$ cat config.mk
export PLATFORM = sky130hd
export DESIGN_NAME = fp_align_add
export DESIGN_NICKNAME = d
export VERILOG_FILES = /design/src/rtl/fp_align_add.sv
export SDC_FILE = /design/constraint.sdc
export NUM_CORES = 1
export LEC_CHECK = 0
export CAP_MARGIN = 20
export CORE_ASPECT_RATIO = 0.9
export CORE_MARGIN = 8
export CORE_UTILIZATION = 61
export CTS_BUF_LIST = sky130_fd_sc_hd__clkbuf_4 sky130_fd_sc_hd__clkbuf_8
export DETAILED_ROUTE_END_ITERATION = 7
export MAX_ROUTING_LAYER = met4
export PLACE_DENSITY = 0.95
export SYNTH_ARGS = -nofsm -noshare
export SYNTH_HDL_FRONTEND = slang
export SYNTH_SLANG_ARGS = --single-unit
$ cat constraint.sdc
create_clock -name clk -period 9.4 [get_ports clk]
set_input_delay 2.82 -clock clk [delete_from_list [all_inputs] [get_ports clk]]
set_output_delay 2.82 -clock clk [all_outputs]
set_load 0.01 [all_outputs]
$ cat src/rtl/fp_align_add.sv
// fp_align_add: aligns two IEEE-754 single operands by iterative right shift and adds/subtracts their mantissas.
module fp_align_add #(
  parameter int SHIFT_STEP = 1
) (
  input  logic        clk,
  input  logic        reset,
  input  logic        in_valid,
  output logic        in_ready,
  input  logic [31:0] a,
  input  logic [31:0] b,
  output logic        out_valid,
  input  logic        out_ready,
  output logic [24:0] sum,
  output logic [7:0]  exp,
  output logic        sign
);
  typedef enum logic [1:0] {IDLE, ALIGN, ADD, HOLD} state_t;
  localparam logic [7:0] STEP = 8'(SHIFT_STEP);
  state_t      state;
  logic [23:0] l_m, s_m, ma, mb;
  logic [22:0] fa, fb;
  logic [7:0]  l_e, rem, ea, eb, diff, step;
  logic        l_s, s_s, a_big;
  logic [24:0] add_res;
  // A zero exponent field means a zero operand, so its fraction is ignored too.
  always_comb begin
    ea      = a[30:23];
    eb      = b[30:23];
    fa      = ea == 8'd0 ? 23'd0 : a[22:0];
    fb      = eb == 8'd0 ? 23'd0 : b[22:0];
    ma      = ea == 8'd0 ? 24'd0 : {1'b1, fa};
    mb      = eb == 8'd0 ? 24'd0 : {1'b1, fb};
    a_big   = {ea, fa} >= {eb, fb};
    diff    = a_big ? ea - eb : eb - ea;
    step    = rem < STEP ? rem : STEP;
    add_res = l_s == s_s ? {1'b0, l_m} + {1'b0, s_m} : {1'b0, l_m} - {1'b0, s_m};
    in_ready = state == IDLE;
  end
  always_ff @(posedge clk or posedge reset) begin
    if (reset) begin
      state     <= IDLE;
      l_m       <= '0;
      s_m       <= '0;
      l_e       <= '0;
      l_s       <= 1'b0;
      s_s       <= 1'b0;
      rem       <= '0;
      sum       <= '0;
      exp       <= '0;
      sign      <= 1'b0;
      out_valid <= 1'b0;
    end else begin
      case (state)
        IDLE: if (in_valid) begin
          l_m   <= a_big ? ma : mb;
          s_m   <= diff >= 8'd25 ? 24'd0 : (a_big ? mb : ma);
          l_e   <= a_big ? ea : eb;
          l_s   <= a_big ? a[31] : b[31];
          s_s   <= a_big ? b[31] : a[31];
          rem   <= diff >= 8'd25 ? 8'd0 : diff;
          state <= (diff != 8'd0 && diff < 8'd25) ? ALIGN : ADD;
        end
        ALIGN: begin
          s_m <= s_m >> step;
          rem <= rem - step;
          if (rem == step) state <= ADD;
        end
        ADD: begin
          sum       <= add_res;
          exp       <= l_e;
          sign      <= (l_s != s_s && add_res == 25'd0) ? 1'b0 : l_s;
          out_valid <= 1'b1;
          state     <= HOLD;
        end
        HOLD: if (out_ready) begin
          out_valid <= 1'b0;
          state     <= IDLE;
        end
      endcase
    end
  end
endmodule

* Yosys cells after proc, flatten, opt, wreduce, memory -nomap -nowiden
Index checks and enable logic that the tools add are counted.
** Word-level totals
- Register bits :: 103
- Input bits :: 68
- Output and inout port bits :: 36
** Cells by class
- Add/subtract/negate cells :: 5
- Order comparisons :: 4
- Eq/ne operators :: 9
- Shift-type cells :: 1
- Multiplexer cells :: 26
- Reduce and logical (&&, ||, !) cells :: 13
** Operators by type and width (number)
- $mux 24 :: 6
- $pmux 24 s2 :: 1
- $mux 23 :: 2
- $mux 8 :: 5
- $ge 31x31->1 :: 1
- $add 24x24->25 :: 1
- $logic_not 25->1 :: 1
- $mux 25 :: 1
- $sub 24x24->25 :: 1
- $shr 24x8->24 :: 1
- $sub 8x8->8 :: 3
- $logic_not 8->1 :: 2
- $pmux 8 s2 :: 1
- $eq 8x8->1 :: 1
- $ge 8x5->1 const B :: 1
- $lt 8x1->1 const B :: 1
- $lt 8x5->1 const B :: 1
- $mux 2 :: 4
- $pmux 2 s4 :: 1
- $reduce_bool 8->1 :: 1
- $ne 2x2->1 const B :: 3
- $reduce_and 2->1 :: 3
- $eq 2x2->1 const B :: 2
- $mux 1 :: 4
- 8 further kinds :: 10

* Depth between registers and ports, before layout
Gate-level depths: netlist (run 1).
- Depth after elaboration :: 9
- Mapped depth :: 16

* Least setup slack after synthesis (run 1)
No wires, ideal clock.
- Path type :: in2reg
- Start point :: in a[26]
- End point :: reg state[1]
- Library setup time :: 124 ps
- Data arrival time :: 6239 ps
- Required time :: 9276 ps
- Slack :: 3037 ps
- Cell stages on the path :: 15
- Path through :: nor4_1 nand2_1 clkbuf_1 and2_1 ha_1 a21oi_1 o21ai_1 a2111oi_0 a211oi_1 or4_1 o211ai_1 a311o_1 nand4_1 clkbuf_1 o31a_1
** Between the ends
- Word-level cells in the longest chain between the ends :: 9
- Elaborated cells on any way between the ends :: 12
- Classes of those cells :: add/sub (2); order compare (2); mux (5); reduce/logical (3)
** RTL lines
- start: declaration :: RTL line 9 : input logic [31:0] a,
- $logic_not 8->1 :: RTL line 29 : fa = ea == 8'd0 ? 23'd0 : a[22:0];
- $mux 23 :: RTL line 29
- $ge 31x31->1 :: RTL line 33 : a_big = {ea, fa} >= {eb, fb};
- $mux 8 (*) :: RTL line 34 : diff = a_big ? ea - eb : eb - ea;
- $lt 8x5->1 / $reduce_bool 8->1 (equally long branches) :: RTL line 61 : state <= (diff != 8'd0 && diff < 8'd25) ? ALIGN : ADD;
- $logic_and 1x1->1 (*) :: RTL line 61
- $mux 2 (*) :: RTL line 61
- $mux 2 (*) :: RTL line 54 : IDLE: if (in_valid) begin
- $pmux 2 s4 (*) :: RTL line 53 : case (state)
- end signal: assignment :: RTL line 61
- end: declaration :: RTL line 19 : state_t state;
Mark *: on every way between the ends. The rest lies on a longest branch, timed or not. The select of a mux whose other input is x is not followed.
A chain may end at the register's enable or synchronous reset.

* Worst setup path after layout (run 1)
- Start point :: in a[23]
- End point :: reg s_m[23]
** Between the ends
- Word-level cells in the longest chain between the ends :: 8
- Elaborated cells on any way between the ends :: 12
- Classes of those cells :: add/sub (2); order compare (2); mux (7); reduce/logical (1)
** RTL lines
- $logic_not 8->1 :: RTL line 29, 31
- $mux 23 :: RTL line 29
- $ge 31x31->1 :: RTL line 33
- $mux 8 :: RTL line 34
- $ge 8x5->1 :: RTL line 56 : s_m <= diff >= 8'd25 ? 24'd0 : (a_big ? mb : ma);
- $mux 24 (*) :: RTL line 56
- $mux 24 (*) :: RTL line 54
- $pmux 24 s2 (*) :: RTL line 53
- end signal: assignment :: RTL line 56
- end signal: assignment :: RTL line 64 : s_m <= s_m >> step;
- end: declaration :: RTL line 20 : logic [23:0] l_m, s_m, ma, mb;
Marks and branches as above.

==> results of run 1 <==
## registers in the layout, summed over array words and instances, names as in the netlist, 2 cells and up
name and cells:
l_m 24, state 2, rem 8, exp 8, sum 25, s_m 24, l_e 8
## cell type report
class	count	area share, %
clock buffer	10	1.43
clock inverter	6	0.934
inverter	43	1.70
multi-input combinational	811	55.5
sequential	103	26.7
tap	168	2.18
timing repair buffer	114	11.5
## path summary, 6_finish.rpt
kind	depth (start not counted)	start	end	slack, ns
max	15	a[23]	s_m[23]$_DFFE_PP0P_	1.59
min	2	sum[8]$_DFFE_PP0P_	sum[8]$_DFFE_PP0P_	0.49
max reg2reg	12	l_s$_DFFE_PP0P_	sign$_DFFE_PP0P_	4.55
min reg2reg	2	sum[8]$_DFFE_PP0P_	sum[8]$_DFFE_PP0P_	0.49
max in group asynchronous	3	reset	s_m[16]$_DFFE_PP0P_	5.40
min in group asynchronous	2	reset	sum[8]$_DFFE_PP0P_	2.80
## layout by cell type (no fill, tap or decap), types with 26 or more instances in the layout
cell type,count
dfrtp_1,103
inv_1,42
nor2_1,100
and2_1,26
o31ai_1,36
clkdlybuf4s50_1,103
o21ai_0,60
nand2_1,114
ha_1,69
a21oi_1,94
## worst max-delay path, cell delays in order
cell and delay (ns):
clkdlybuf4s50_1 0.50, nor4_1 0.38, nand2_1 0.57, and2_1 0.42, ha_1 0.31, a211oi_1 0.24, nor2_1 0.10, a2111oi_0 0.70
a211oi_1 0.39, nor2_4 0.58, a21oi_1 0.16, xnor2_1 0.17, nand4_1 0.10, buf_4 0.24, o41ai_1 0.38
## routing by layer
layer | track usage (%) | vias to the layer above | wire length, um
li1 | - | 3817 | -
met1 | 34.8 | 3810 | 10000
met2 | 40.0 | 395 | 10200
met3 | 7.05 | 52 | 2130
met4 | 9.03 | 0 | 628
met5 | - | - | 0
## through the flow
step / cell area [um^2] / cells / setup slack [ns] / hold WS (ns) / util (%)
2_1_floorplan: 8280 / 1012 / 3.04 / 0.456 / -
3_3_place_gp: 9420 / 1239 / 1.36 / 0.466 / 70.8
3_5_place_dp: 9420 / 1239 / 1.30 / 0.473 / 70.8
4_1_cts: 9650 / 1255 / 1.70 / 0.496 / 72.5
5_1_grt: 9650 / 1255 / 1.27 / 0.529 / 72.5
6_report: 9650 / 1255 / 1.59 / 0.492 / 72.5
## logic make-up after synthesis
group | share of synthesized area (%)
compound gates | 26.8
simple gates | 18.7
flops | 31.1
buf+inv | 4.44
fa+ha+maj | 11.3
xor+xnor | 4.33
mux | 3.35
==> impl_results.md, run 1 <==
* Vias in the first global route at 7,553
* Crit start category: input port
* Hold Buf Count CTS at 0
* Port bufs at 103
* Routed len/inst at 18.3 um
* Slew margin rel. at 33.2%
* Root Buffer: clkbuf_8
* Count of cell types in the netlist at 64
* Min-Delay Path Class: reg -> reg
* Share of cells above drive strength 1 at 5.80%
* Initial drt markers at 710
* CP Data Required Time at 9.68 ns
* Multi-input gate area at 5360 um^2
* CTS tree: done
* DIE WIDTH at 139 um
* Post-DP HPWL at 17,600 um
* Synth warn at 0
* First-pass GRT wire length at 37,700 um
* Largest net degree at the start of global routing at 67
* Total CTS buffers at 9
* TritonCTS Sinks at 103
* Worst-Skew Late Latency at 0.39 ns
* Post-synth EDFFs at 0
* Post-synth ARST share at 100%
* Die Ht at 127 um
* Mapped Avg Cell Area at 8.19 um^2
* Ant. Diodes at 0
* Routability cong. at 0.974
* Slew Limit Fails at 0
* RSZ-0062 raised after global routing: no
* Post-synth top area share at 31.1%
* Maxcap violations at 0
* Worst slew pin tran at 1.00 ns
* Worst Path Arrival at 8.09 ns
* Post-CTS setup repair buffer count at 0
* Num rows at 40
* Ports at 104
* Via/cell ratio at 6.43
* Critical path class: in -> reg
* H-tree depth at 3
* Final wirelength at 22,900 um
* Mapped Nets at 1,153
* Post-Synthesis Cells at 1,012
* Clock transition at path regs at 0.10 ns
* Status: completed
* Critical path capture point type: flop
* Die ar. at 17,600 um^2
* Core area at 13,300 um^2
* Clock Skew at 0.00921 ns
* Top post-synthesis cells by count: nand2_1 (115), dfrtp_1 (103), nor2_1 (101), a21oi_1 (94), ha_1 (70)
* Synth area leaders: dfrtp_1 (31%), ha_1 (11%), a21oi_1 (5.7%)
* Fillers at 1,048
* Register area share after synthesis at 31.1%
* Period minus WS final at 7.81 ns
* Post_cts resized at 0
* Antenna Nets Post-Route at 0
* Worst-path maximum fanout at 31
* GRT Util Overall at 26.8%
* Area leader, netlist: dfrtp_1
* Gr ovfl total at 0
* Synthesis-stage register bit count at 103
* Nets at 1,223
* Antenna violations before repair at 0
* Pre-antenna DRT Iters at 5
* Final setup viols at 0
* Top_reg_cell synth: dfrtp_1
* Area Growth Syn to Fin at 16.5%
* Mapped Area at 8280 um^2
* Via count of the routed design at 8,074
* CTS max path bufs at 2
* Post-route DRC at 0
* Most numerous cell in the Yosys netlist: nand2_1
* Initial core utilization at 62.2%
* FMAX at 128 MHz
* Register area at 2580 um^2
* Sum Neg Setup Slack at 0 ns
* Hold Vio Cnt, Final at 0
* Part of the cycle the worst path needs at 83.1%
Power of run 1 is not shown: default switching activity piles up to over one toggle a cycle in this logic, so the estimate is an artifact.
==> run 2: changes to the inputs <==
CORE_UTILIZATION = 58   (was 61)
PLACE_DENSITY = 0.91   (was 0.95)
clock period = 8 ns   (was 9.4 ns; I/O delays follow)
==> impl_results.md, run 2 (synthesized netlist as in run 1, its figures left out) <==
* Status: completed (unchanged)
* Critical path capture point type: flop (unchanged)
* Slew Limit Fails at 0 (unchanged)
* Largest register FFs at 25 (unchanged)
* Ant. Diodes at 0 (unchanged)
* Die ar. at 18,400 um^2 (was 17,600 um^2)
* DIE WIDTH at 142 um (was 139 um)
* First-pass GRT wire length at 37,700 um (about the same)
* Final Non-Filler Cells at 1,286 (was 1,255)
* Area Growth Syn to Fin at 17.3% (was 16.5%)
* Fillers at 1,137 (was 1,048)
* H-tree depth at 3 (unchanged)
* Cell mode on critical path: buf_4 (was a211oi_1)
* Antenna violations before repair at 0 (unchanged)
* Largest Register: sum (unchanged)
* CP Data Required Time at 8.29 ns (was 9.68 ns)
* Port bufs at 103 (unchanged)
* Hold Buf Count CTS at 0 (unchanged)
* Gr ovfl total at 0 (unchanged)
* Largest net degree at the start of global routing at 65 (was 67)
* Slew margin rel. at 31.3% (was 33.2%)
* Maxcap violations at 0 (unchanged)
* CTS tree: done (unchanged)
* Final wirelength at 23,600 um (was 22,900 um)
* Reg-to-Reg End: sign$_DFFE_PP0P_ (unchanged)
* Via count of the routed design at 8,066 (was 8,074)
* Worst path slowest cell: clkdlybuf4s50_1 (was a2111oi_0)
* Worst Path Arrival at 6.66 ns (was 8.09 ns)
* Multi-input gate area at 5360 um^2 (unchanged)
* Total CTS buffers at 9 (unchanged)
* TritonCTS Sinks at 103 (unchanged)
* Commonest non-fill, non-tap cell in the layout: nand2_1 (unchanged)
* Pre-CTS WS at 1.31 ns (was 1.30 ns)
* Pre-antenna DRT Iters at 6 (was 5)
* Routability cong. at 1.01 (was 0.974)
* Via/cell ratio at 6.27 (was 6.43)
* Crit path cell chain: clkdlybuf4s50_1 > nor4_1 > nand2_1 > buf_4 > nand2_1 > ha_1 > a21oi_1 > o21ai_1 > a2111oi_0 > buf_4 > a211o_1 > nand2_2 > o211ai_1 > a311o_1 > nand4_1 > buf_4 > o41ai_1 (was clkdlybuf4s50_1 > nor4_1 > nand2_1 > and2_1 > ha_1 > a211oi_1 > nor2_1 > a2111oi_0 > a211oi_1 > nor2_4 > a21oi_1 > xnor2_1 > nand4_1 > buf_4 > o41ai_1)
* CP delay by family, top: compound AO/OA/AOI/OAI gates (was simple AND/OR/NAND/NOR gates)
* Post-route DRC at 0 (unchanged)
* Post_cts resized at 0 (unchanged)
* Post-DP HPWL at 17,700 um (was 17,600 um)
* Sum Neg Setup Slack at 0 ns (unchanged)
* R2r setup slk at 3.08 ns (was 4.55 ns)
* Post-CTS setup repair buffer count at 0 (unchanged)
* Hold Vio Cnt, Final at 0 (unchanged)
* Crit start category: input port (unchanged)
* RSZ-0062 raised after global routing: no (unchanged)
* Hold Crit Depth at 2 (unchanged)
* Root Buffer: clkbuf_8 (unchanged)
* Worst-Skew Late Latency at 0.41 ns (was 0.39 ns)
* Worst R2R Path Depth at 13 (was 12)
* R2R Path Start: s_m[4]$_DFFE_PP0P_ (was l_s$_DFFE_PP0P_)
* Vias in the first global route at 7,568 (was 7,553)
* Period minus WS final at 6.37 ns
* Min-Delay Path Class: reg -> reg (unchanged)
* Worst path max stage delay at 0.49 ns (was 0.70 ns)
* Antenna Nets Post-Route at 0 (unchanged)
* Worst slew pin tran at 1.03 ns (was 1.00 ns)
* Initial drt markers at 727 (was 710)
* CTS max path bufs at 2 (unchanged)
* Clock Skew at 0.0229 ns (was 0.00921 ns)
* Worst-path maximum fanout at 31 (unchanged)
* Critical path class: in -> reg (unchanged)
* Register area at 2580 um^2 (unchanged)
* Part of the cycle the worst path needs at 79.6%
* Placed cells at 1,270 (was 1,239)
* Worst Hold End: sum[8]$_DFFE_PP0P_ (unchanged)
* FMAX at 157 MHz
* Worst hold start: sum[8]$_DFFE_PP0P_ (unchanged)
* Share of cells above drive strength 1 at 6.31% (was 5.80%)
* Clock transition at path regs at 0.11 ns (was 0.10 ns)
* Core area at 14,000 um^2 (was 13,300 um^2)
* Final setup viols at 0 (unchanged)
* Routed len/inst at 18.3 um (about the same)
* Worst Path Buf+Inv at 4 (was 2)
* Die Ht at 129 um (was 127 um)
* Most frequent cells in the layout: nand2_1 (114), dfrtp_1 (103), clkdlybuf4s50_1 (103), nor2_1 (100), a21oi_1 (94) (unchanged)
* Nets at 1,229 (was 1,223)
* Final WS setup at 1.63 ns (was 1.59 ns)
* Num rows at 41 (was 40)
* Initial core utilization at 59.2% (was 62.2%)
* GRT Util Overall at 26.3% (was 26.8%)
* Largest registers: sum x25, l_m x24, s_m x24 (unchanged)
* Ports at 104 (unchanged)
-- run 2: worst max path at each step --
stage / startpoint / endpoint / cells after the start
5_1_grt: a[23] / s_m[23]$_DFFE_PP0P_ / 18
3_3_place_gp: b[24] / s_m[23]$_DFFE_PP0P_ / 17
4_1_cts: a[23] / s_m[23]$_DFFE_PP0P_ / 17
3_5_place_dp: a[23] / s_m[23]$_DFFE_PP0P_ / 17
2_1_floorplan: a[26] / state[1]$_DFFE_PP0P_ / 15
6_report: b[27] / s_m[23]$_DFFE_PP0P_ / 17
-- run 2: routing by layer --
| metal | track usage (%) | part of all wire, % | up-vias |
|---|---|---|---|
| met3 | 5.40 | 8.8 | 43 |
| met5 | - | 0 | - |
| met4 | 8.14 | 2.2 | 0 |
| met2 | 41.1 | 45 | 408 |
| met1 | 33.9 | 44 | 3770 |
| li1 | - | - | 3845 |
-- run 2: final cells by class --
type	instances	area share, %
Inverter	43	1.69
Timing Repair Buffer	120	11.9
Tap cell	193	2.48
Clock inverter	7	1.00
Multi-Input combinational cell	811	55.1
Clock buffer	9	1.27
Sequential cell	103	26.5
-- run 2: through the flow --
stage | hold slack (ns) | util (%) | instance area (um^2)
2_1_floorplan | 0.456 | - | 8280
3_3_place_gp | 0.468 | 67.8 | 9500
3_5_place_dp | 0.475 | 67.8 | 9500
4_1_cts | 0.499 | 69.4 | 9720
5_1_grt | 0.510 | 69.4 | 9720
6_report | 0.491 | 69.4 | 9720
-- run 2: tightest hold or removal path, cell delays in order, from the launching register on --
cell and delay (ns):
dfrtp_1 0.36, nand2_1 0.05, o21ai_0 0.05
Power of run 2 is left out for the same reason.
==> run 3: changes to the inputs <==
clock period = 6.4 ns   (was 8 ns; I/O delays follow)
==> impl_results.md, run 3 (synthesized netlist as in run 1, its figures left out) <==
* Critical path capture point type: flop (unchanged)
* FMAX at 166 MHz
* Final setup viols at 0 (unchanged)
* Status: completed (unchanged)
* R2R Path Start: s_m[4]$_DFFE_PP0P_ (unchanged)
* Root Buffer: clkbuf_8 (unchanged)
* Antenna violations before repair at 0 (unchanged)
* Commonest non-fill, non-tap cell in the layout: nand2_1 (unchanged)
* R2r setup slk at 1.46 ns (was 3.08 ns)
* Worst Path Arrival at 6.32 ns (was 6.66 ns)
* CTS tree: done (unchanged)
* Cell Area, Placed at 9540 um^2 (was 9500 um^2)
* Worst R2R Path Depth at 13 (unchanged)
* Critical path class: in -> reg (unchanged)
* Sum Neg Setup Slack at 0 ns (unchanged)
* Crit path cell chain: clkdlybuf4s50_1 > nor4_1 > nand2_1 > buf_4 > and2_1 > ha_1 > a21oi_1 > o21ai_1 > a2111oi_0 > buf_4 > a211oi_1 > or4_1 > o211ai_1 > a311o_1 > nand4_1 > buf_4 > o41ai_1 (was clkdlybuf4s50_1 > nor4_1 > nand2_1 > buf_4 > nand2_1 > ha_1 > a21oi_1 > o21ai_1 > a2111oi_0 > buf_4 > a211o_1 > nand2_2 > o211ai_1 > a311o_1 > nand4_1 > buf_4 > o41ai_1)
* Largest registers: sum x25, l_m x24, s_m x24 (unchanged)
* Core area at 14,000 um^2 (unchanged)
* Hold Buf Count CTS at 0 (unchanged)
* Total CTS buffers at 9 (unchanged)
* Ports at 104 (unchanged)
* Reg-to-Reg End: sign$_DFFE_PP0P_ (unchanged)
* Vias in the first global route at 7,617 (was 7,568)
* Via count of the routed design at 8,073 (was 8,066)
* GRT Util Overall at 26.5% (was 26.3%)
* TritonCTS Sinks at 103 (unchanged)
* Post-CTS setup repair buffer count at 0 (unchanged)
* Routed len/inst at 18.1 um (was 18.3 um)
* CTS max path bufs at 2 (unchanged)
* Clock transition at path regs at 0.11 ns (about the same)
* Worst hold start: l_m[20]$_DFFE_PP0P_ (was sum[8]$_DFFE_PP0P_)
* Final wirelength at 23,300 um (was 23,600 um)
* Largest net degree at the start of global routing at 58 (was 65)
* Placed cells at 1,276 (was 1,270)
* Min-Delay Path Class: reg -> reg (unchanged)
* Port bufs at 103 (unchanged)
* Num rows at 41 (unchanged)
* Slew Limit Fails at 0 (unchanged)
* DIE WIDTH at 142 um (unchanged)
* Cell mode on critical path: buf_4 (unchanged)
* H-tree depth at 3 (unchanged)
* Post-route DRC at 0 (unchanged)
* Register area at 2580 um^2 (unchanged)
* Initial drt markers at 705 (was 727)
* Pre-antenna DRT Iters at 7 (was 6)
* Crit start category: input port (unchanged)
* Nets at 1,235 (was 1,229)
* Period minus WS final at 6.03 ns
* Multi-input gate area at 5360 um^2 (unchanged)
* Antenna Nets Post-Route at 0 (unchanged)
* Maxcap violations at 0 (unchanged)
* Worst-Skew Late Latency at 0.40 ns (was 0.41 ns)
* Post_cts resized at 0 (unchanged)
* First-pass GRT wire length at 38,200 um (was 37,700 um)
* Hold WS at 0.494 ns (was 0.491 ns)
* Initial core utilization at 59.2% (unchanged)
* Largest Register: sum (unchanged)
* Area Growth Syn to Fin at 17.7% (was 17.3%)
* Worst slew pin tran at 0.964 ns (was 1.03 ns)
* Most frequent cells in the layout: nand2_1 (114), dfrtp_1 (103), clkdlybuf4s50_1 (103), nor2_1 (100), a21oi_1 (94) (unchanged)
* Design area at 9750 um^2 (was 9720 um^2)
* Worst path slowest cell: clkdlybuf4s50_1 (unchanged)
* Part of the cycle the worst path needs at 94.3%
* Slew margin rel. at 35.6% (was 31.3%)
* Die ar. at 18,400 um^2 (unchanged)
* Final Non-Filler Cells at 1,292 (was 1,286)
* Post-DP HPWL at 18,100 um (was 17,700 um)
* Ant. Diodes at 0 (unchanged)
* RSZ-0062 raised after global routing: no (unchanged)
* Share of cells above drive strength 1 at 6.82% (was 6.31%)
* Hold Vio Cnt, Final at 0 (unchanged)
* Clock Skew at 0.0109 ns (was 0.0229 ns)
* Routability cong. at 0.970 (was 1.01)
* Worst Hold End: l_m[20]$_DFFE_PP0P_ (was sum[8]$_DFFE_PP0P_)
* Worst path max stage delay at 0.51 ns (was 0.49 ns)
* Fillers at 1,101 (was 1,137)
* CP Data Required Time at 6.68 ns (was 8.29 ns)
* Via/cell ratio at 6.25 (was 6.27)
* Gr ovfl total at 0 (unchanged)
* Die Ht at 129 um (unchanged)
* Worst-path maximum fanout at 25 (was 31)
* Largest register FFs at 25 (unchanged)
* Hold Crit Depth at 2 (unchanged)
## run 3: changes by cell type in the layout (fill, tap and decap cells not counted)
cell | before | now
buf_4 | 17 | 23
inv_8 | 3 | 2
clkinv_8 | 1 | 0
clkinv_4 | 1 | 0
clkinv_2 | 0 | 1
inv_6 | 1 | 0
clkinvlp_4 | 0 | 3
## run 3: final cells by class
cell class | count | area share, %
well taps | 193 | 2.48
repair buffers | 126 | 12.3
clock buffers | 9 | 1.27
clock inverters | 7 | 0.822
multi-input cells | 811 | 55.0
flip-flops and latches | 103 | 26.4
inverters | 43 | 1.68
## run 3: through the flow
| stage | setup slack [ns] | utilization (%) |
|---|---|---|
| after global placement | 0.108 | 68.1 |
| after CTS | 0.433 | 69.6 |
| after floorplan | 0.937 | - |
| after global routing | 0.113 | 69.6 |
| after detailed placement | 0.0146 | 68.1 |
| final | 0.366 | 69.6 |
## run 3: metal layers
layer  wire (um)  GRT usage [%]  up-vias
met5           0              -        -
met4         573           9.02        0
met3        2260           6.25       44
met2       10100           39.2      398
met1       10400           35.1     3787
li1            -              -     3844
## run 3: worst max path at each step
stage / startpoint / endpoint / slack [ns] / depth (start not counted)
after CTS: a[23] / s_m[23]$_DFFE_PP0P_ / 0.43 / 17
after global placement: a[23] / s_m[23]$_DFFE_PP0P_ / 0.11 / 17
final: a[23] / s_m[23]$_DFFE_PP0P_ / 0.37 / 17
after global routing: a[23] / s_m[23]$_DFFE_PP0P_ / 0.11 / 17
after floorplan: a[26] / state[1]$_DFFE_PP0P_ / 0.94 / 15
after detailed placement: a[23] / s_m[23]$_DFFE_PP0P_ / 0.01 / 17
## run 3: worst max-delay path, delay by kind of cell
family	cells	cell delay (ns)
compound gates	7	1.52
simple gates	5	1.37
buf+inv	4	1.16
fa+ha+maj	1	0.34
Power of run 3 is left out for the same reason.
